==> src/rtl/inj_scheduler.sv <==
// Round-robin injection scheduler: time-slices NUM_SRC ROM streamers onto one
// valid/ready injection port, tagging each flit with its source id.
module inj_scheduler #(
  parameter int NUM_SRC    = 4,
  parameter int BURST_LEN  = 30,
  parameter int SLICE      = 4,
  parameter int FIFO_DEPTH = 4,
  localparam int SW        = (NUM_SRC > 1) ? $clog2(NUM_SRC) : 1
) (
  input  logic                   clk,
  input  logic                   rst,
  input  logic                   i_go,
  input  logic [NUM_SRC-1:0]     i_src_valid,
  input  logic [20*NUM_SRC-1:0]  i_src_data,
  output logic [NUM_SRC-1:0]     o_src_enable,
  output logic [19:0]            o_out_data,
  output logic [SW-1:0]          o_out_src,
  output logic                   o_out_valid,
  input  logic                   i_out_ready,
  output logic                   o_busy,
  output logic                   o_done,
  output logic                   o_protocol_err
);
  localparam int IW = ($clog2(BURST_LEN + 1) > 5) ? $clog2(BURST_LEN + 1) : 5;
  localparam int CW = $clog2(SLICE + 1);
  localparam int PW = $clog2(FIFO_DEPTH);
  localparam int FW = $clog2(FIFO_DEPTH + 1);
  localparam logic [FW:0]   DEPTH_W = (FW + 1)'(FIFO_DEPTH);
  localparam logic [FW-1:0] FULL_W  = FW'(FIFO_DEPTH);
  localparam logic [PW-1:0] LAST_P  = PW'(FIFO_DEPTH - 1);

  typedef enum logic [2:0] {S_IDLE, S_RUN, S_SWITCH, S_FLUSH, S_DONE} state_t;
  state_t r_state, w_state_nxt;

  logic [SW-1:0]              r_grant, w_grant_nxt;
  logic [NUM_SRC-1:0]         r_started;
  logic [NUM_SRC-1:0][IW-1:0] r_issued;
  logic [CW-1:0]              r_slice_cnt;
  logic                       r_en_q;
  logic                       r_err;

  logic [19:0]   r_mem_data [FIFO_DEPTH];
  logic [SW-1:0] r_mem_src  [FIFO_DEPTH];
  logic [PW-1:0] r_wptr, r_rptr;
  logic [FW-1:0] r_count;

  logic [NUM_SRC-1:0] w_grant_oh, w_elig;
  logic [FW:0]        w_credit;
  logic               w_slice_end, w_en, w_any_elig, w_cur_valid;
  logic               w_push, w_pop, w_err_set, w_regrant;

  function automatic logic [SW-1:0] wrap_add(input logic [SW-1:0] g, input int k);
    int s;
    s = int'(g) + k;
    if (s >= NUM_SRC) s -= NUM_SRC;
    return SW'(s);
  endfunction

  always_comb begin
    w_grant_oh = '0;
    w_grant_oh[r_grant] = 1'b1;
    for (int i = 0; i < NUM_SRC; i++) w_elig[i] = (r_issued[i] != IW'(BURST_LEN));
  end

  // In-flight flit reserves a FIFO slot so a full FIFO never sees a legal push.
  assign w_credit    = {1'b0, r_count} + {{FW{1'b0}}, r_en_q};
  assign w_slice_end = (r_slice_cnt == CW'(SLICE)) || !w_elig[r_grant];
  assign w_en        = (r_state == S_RUN) && !w_slice_end && (w_credit < DEPTH_W);
  assign o_src_enable = w_en ? w_grant_oh : '0;

  // Highest k first so the nearest eligible source after grant wins; k = NUM_SRC
  // is the current source itself, chosen only when nothing else is left.
  always_comb begin
    w_grant_nxt = r_grant;
    w_any_elig  = 1'b0;
    for (int k = NUM_SRC; k >= 1; k--) begin
      if (w_elig[wrap_add(r_grant, k)]) begin
        w_grant_nxt = wrap_add(r_grant, k);
        w_any_elig  = 1'b1;
      end
    end
  end

  assign w_regrant = (r_state == S_SWITCH) && !r_en_q && w_any_elig;

  always_comb begin
    w_state_nxt = r_state;
    case (r_state)
      S_IDLE:   if (i_go) w_state_nxt = S_RUN;
      S_RUN:    if (w_slice_end) w_state_nxt = S_SWITCH;
      S_SWITCH: if (!r_en_q) w_state_nxt = w_any_elig ? S_RUN : S_FLUSH;
      S_FLUSH:  if (r_count == '0) w_state_nxt = S_DONE;
      default:  w_state_nxt = r_state;
    endcase
  end

  assign w_cur_valid = i_src_valid[r_grant];
  assign w_pop       = o_out_valid && i_out_ready;
  assign w_push      = w_cur_valid && ((r_count != FULL_W) || w_pop);
  assign w_err_set   = (|(i_src_valid & ~w_grant_oh)) || (r_en_q && !w_cur_valid) ||
                       (w_cur_valid && !r_en_q);

  always_ff @(posedge clk or negedge rst) begin
    if (!rst) begin
      r_state     <= S_IDLE;
      r_grant     <= '0;
      r_started   <= '0;
      r_issued    <= '0;
      r_slice_cnt <= '0;
      r_en_q      <= 1'b0;
      r_err       <= 1'b0;
      r_wptr      <= '0;
      r_rptr      <= '0;
      r_count     <= '0;
    end else begin
      r_state <= w_state_nxt;
      r_en_q  <= w_en && r_started[r_grant];
      if (w_err_set) r_err <= 1'b1;
      if (w_en) begin
        if (r_started[r_grant]) begin
          r_issued[r_grant] <= r_issued[r_grant] + IW'(1);
          r_slice_cnt       <= r_slice_cnt + CW'(1);
        end else begin
          r_started[r_grant] <= 1'b1;
        end
      end
      if (w_regrant) begin
        r_grant     <= w_grant_nxt;
        r_slice_cnt <= '0;
      end
      if (w_push) r_wptr <= (r_wptr == LAST_P) ? '0 : r_wptr + PW'(1);
      if (w_pop)  r_rptr <= (r_rptr == LAST_P) ? '0 : r_rptr + PW'(1);
      case ({w_push, w_pop})
        2'b10:   r_count <= r_count + FW'(1);
        2'b01:   r_count <= r_count - FW'(1);
        default: r_count <= r_count;
      endcase
    end
  end

  always_ff @(posedge clk) begin
    if (w_push) begin
      r_mem_data[r_wptr] <= i_src_data[int'(r_grant)*20 +: 20];
      r_mem_src[r_wptr]  <= r_grant;
    end
  end

  assign o_out_valid    = (r_count != '0);
  assign o_out_data     = o_out_valid ? r_mem_data[r_rptr] : '0;
  assign o_out_src      = o_out_valid ? r_mem_src[r_rptr] : '0;
  assign o_busy         = (r_state == S_RUN) || (r_state == S_SWITCH) || (r_state == S_FLUSH);
  assign o_done         = (r_state == S_DONE);
  assign o_protocol_err = r_err;

endmodule

==> config.mk <==
export PLATFORM = sky130hd
export DESIGN_NAME = inj_scheduler
export DESIGN_NICKNAME = d
export VERILOG_FILES = /design/src/rtl/inj_scheduler.sv
export SDC_FILE = /design/constraint.sdc
export NUM_CORES = 1
export LEC_CHECK = 0
export BUFFER_PORTS_ARGS = -buffer_cell sky130_fd_sc_hd__buf_2
export CORE_UTILIZATION = 56
export DETAILED_ROUTE_END_ITERATION = 6
export PLACE_DENSITY_LB_ADDON = 0.08
export SETUP_SLACK_MARGIN = 0.15
export SLEW_MARGIN = 20
export SYNTH_ARGS = -nofsm -noshare
export SYNTH_HDL_FRONTEND = slang
export SYNTH_SLANG_ARGS = --single-unit
==> constraint.sdc <==
create_clock -name clk -period 2.8 [get_ports clk]
set_input_delay 0.14 -clock clk [delete_from_list [all_inputs] [get_ports clk]]
set_output_delay 0.14 -clock clk [all_outputs]
set_load 0.01 [all_outputs]
==> impl_metrics.env <==
export IMPL_clock_fmax_mhz=410
export IMPL_via_per_inst=5.84
export IMPL_gr_usage_met1=0.291
export IMPL_route_vias_total=4019
export IMPL_required_ps=2660
export IMPL_p_switching_mw=2.94
export IMPL_seq_power_share=0.380
export IMPL_hold_class="in2reg"
export IMPL_antenna_found_initial=0
export IMPL_io_buffers=117
export IMPL_drive_gt1_frac=0.414
export IMPL_ant_nets=0
export IMPL_grt_overflow=0
export IMPL_grt_pass1_wl_mm=20.6
export IMPL_rows=38
export IMPL_worst_ep_arrival_time_ps=2300
export IMPL_synth_edf_count=88
export IMPL_start_util=0.583
export IMPL_top_usage_layer="met2"
export IMPL_clk_latency_ps=410
export IMPL_coreArea_sq_um=11000
export IMPL_routed_wl_mm=12.7
export IMPL_intPower_mw=5.73
export IMPL_area_delta_synth_final_pct=21.0
export IMPL_drv_slew=0
export IMPL_most_common_layout_cells="buf_2, edfxtp_1, mux4_2, dfrtp_1, and2_1"
export IMPL_vdd_drop_max_uv=641
export IMPL_min_period_ps=2440
export IMPL_fin_crit_sh=0.872
export IMPL_setup_violations=0
export IMPL_hold_path_depth=3
export IMPL_reg2reg_slack_ps=430
export IMPL_rr_startpoint="r_grant[0]$_DFFE_PN0P_"
export IMPL_clock_path_buffers=2
export IMPL_grt_max_degree=42
export IMPL_cts_tree="done"
export IMPL_skew_ps=11.1
export IMPL_status="finished, final reports clean"
export IMPL_setup_tns_ps=0
export IMPL_post_route_util=0.706
export IMPL_h_tree_depth=4
export IMPL_fp_dieArea_sq_um=11900
export IMPL_drt_iter0_drc=198
export IMPL_crit_type="reg2out"
export IMPL_startpoint_type="flop"
export IMPL_die_y_microns=109
export IMPL_end_kind="output port"
export IMPL_grt_pass1_vias=4114
export IMPL_hpwl_mm=8.62
export IMPL_async_flop_share=0.318
export IMPL_clkPwrFrac=0.232
export IMPL_n_fill_cell=767
export IMPL_io_pins=118
export IMPL_layout_commonest_cell="buf_2"
export IMPL_multi_input_area_sq_um=2550
export IMPL_synth_warnings=0
export IMPL_max_cap_violations=0
export IMPL_num_antenna_cells=0
export IMPL_die_w_microns=109
export IMPL_synth_seq_cells=129
export IMPL_grtUsageTotal=0.236
export IMPL_cp_max_fo=7
export IMPL_syn_cell_area_sq_um=6410
export IMPL_ys_types=57
export IMPL_syn_nets=504
export IMPL_avgSynthCellArea_sq_um=15.9
export IMPL_final_nets=637
export IMPL_dr_pass1_iters=5
export IMPL_cts_num_sinks=129
export IMPL_place_congestion=0.913
export IMPL_ys_flop_type="edfxtp_1"
export IMPL_comb_power_share=0.388
export IMPL_hold_path_end="r_rptr[0]$_DFFE_PN0P_"
export IMPL_drc=0
export IMPL_met2_usage=0.412
export IMPL_met3_usage=0.0610
export IMPL_switching_share=0.339
export IMPL_worstReg2RegEnd="o_protocol_err$_DFFE_PN0P_"
export IMPL_p_leak_nw=3.12
export IMPL_postSynthCellCount=403
export IMPL_hold_start="i_out_ready"
export IMPL_ff2ff_path_depth=7
export IMPL_path_clk_slew_ps=60
export IMPL_hold_violations=0
export IMPL_ctsRootBufferMaster="clkbuf_16"
export IMPL_slew_headroom=0.395
export IMPL_worst_pin_slew_ps=907
export IMPL_pwr_density_cell_nw_per_um2=1120
export IMPL_routedWlPerCell_microns=18.4
export IMPL_numCtsBuffers=17
export IMPL_ys_seq_area_frac=0.573
export IMPL_grt_setup_unrepaired="no"
export IMPL_ff_latch_area_sq_um=3670
-- critical path, stage by stage (launching register included) --
cell     delay [ps]
dfrtp_1         380
and4b_1         270
and2_0          280
mux4_2          600
nor3_1          200
buf_2           160
-- cells in the mapped netlist, types with 7 or more instances --
cell type | n | area [sq um]
a21oi_1 | 7 | 35.0
and2_1 | 28 | 175
clkbuf_1 | 9 | 33.8
dfrtp_1 | 41 | 1030
edfxtp_1 | 88 | 2640
ha_1 | 12 | 150
inv_1 | 20 | 75.1
mux2_1 | 20 | 225
mux4_2 | 48 | 1080
nand2_1 | 18 | 67.6
nor2_1 | 7 | 26.3
nor3_1 | 10 | 50.1
o21ai_0 | 7 | 35.0
-- cells by family (layout without fill, tap and decap cells) --
family	count (synthesis)	after routing	synth area share
DFF	129	129	0.573
and+or+nand+nor	94	94	0.0910
muxes	76	76	0.222
AOI/OAI and AO/OA	45	45	0.0498
buffers and inverters	40	185	0.0303
adders and majority gates	13	13	0.0266
xor gates and xnor gates	6	6	0.00820
-- power by group through the flow --
stage          logic (mW)  registers [mW]  clock network [mW]
2_1_floorplan        2.54            3.12                   0
3_3_place_gp         3.29            3.29                   0
3_5_place_dp         3.39            3.33                   0
4_1_cts              3.41            3.31                2.04
5_1_grt              3.71            3.38                2.13
6_report             3.37            3.29                2.01
-- registers in the layout (all words and copies together) (netlist names) --
signal / flops
r_mem_data: 80
r_issued: 20
r_mem_src: 8
r_started: 4
r_count: 3
r_slice_cnt: 3
r_state: 3
r_grant: 2
r_rptr: 2
r_wptr: 2
o_protocol_err: 1
r_en_q: 1
-- through the flow --
step | std cells | cell area (sq um) | total power, mW | hold WS [ps] | setup slack [ps]
after floorplan | 403 | 6410 | 5.65 | -156 | 338
after global placement | 653 | 7160 | 6.59 | 325 | 616
after detailed placement | 653 | 7160 | 6.72 | 330 | 526
after CTS | 688 | 7750 | 8.75 | 131 | 289
after global routing | 688 | 7750 | 9.22 | 168 | 172
final | 688 | 7750 | 8.67 | 150 | 360
-- how the worst max path moves through the flow --
stage | from | endpoint | slack [ps]
after floorplan | r_grant[0]$_DFFE_PN0P_ | r_count[2]$_DFFE_PN0P_ | 340
after global placement | r_grant[0]$_DFFE_PN0P_ | r_issued[14]$_DFFE_PN0P_ | 620
final | r_issued[3]$_DFFE_PN0P_ | o_src_enable[1] | 360
after global routing | r_grant[0]$_DFFE_PN0P_ | o_protocol_err$_DFFE_PN0P_ | 170
after CTS | r_grant[0]$_DFFE_PN0P_ | o_protocol_err$_DFFE_PN0P_ | 290
after detailed placement | r_grant[0]$_DFFE_PN0P_ | r_issued[14]$_DFFE_PN0P_ | 530
-- layout make-up --
class	count	share of cell area
repair buffers	134	0.0949
well taps	140	0.0226
flip-flops and latches	129	0.474
clock buffers	17	0.0549
clock inverters	14	0.0153
multi-input cells	234	0.329
inverters	20	0.0102
-- what timing repair did --
action | CTS | global route
hold endpoints to repair | 43 | 0
gates resized for setup | 0 | 2
hold buffers | 4 | 0
endpoints found under the setup margin | 0 | 1
setup buffers | 0 | 0
-- layer usage --
| metal | vias up | wire [microns] |
|---|---|---|
| met5 | - | 0 |
| met4 | 0 | 107 |
| met3 | 15 | 647 |
| met2 | 125 | 6800 |
| met1 | 2024 | 5110 |
| li1 | 1855 | - |
Power figures use the tool's default switching activity.
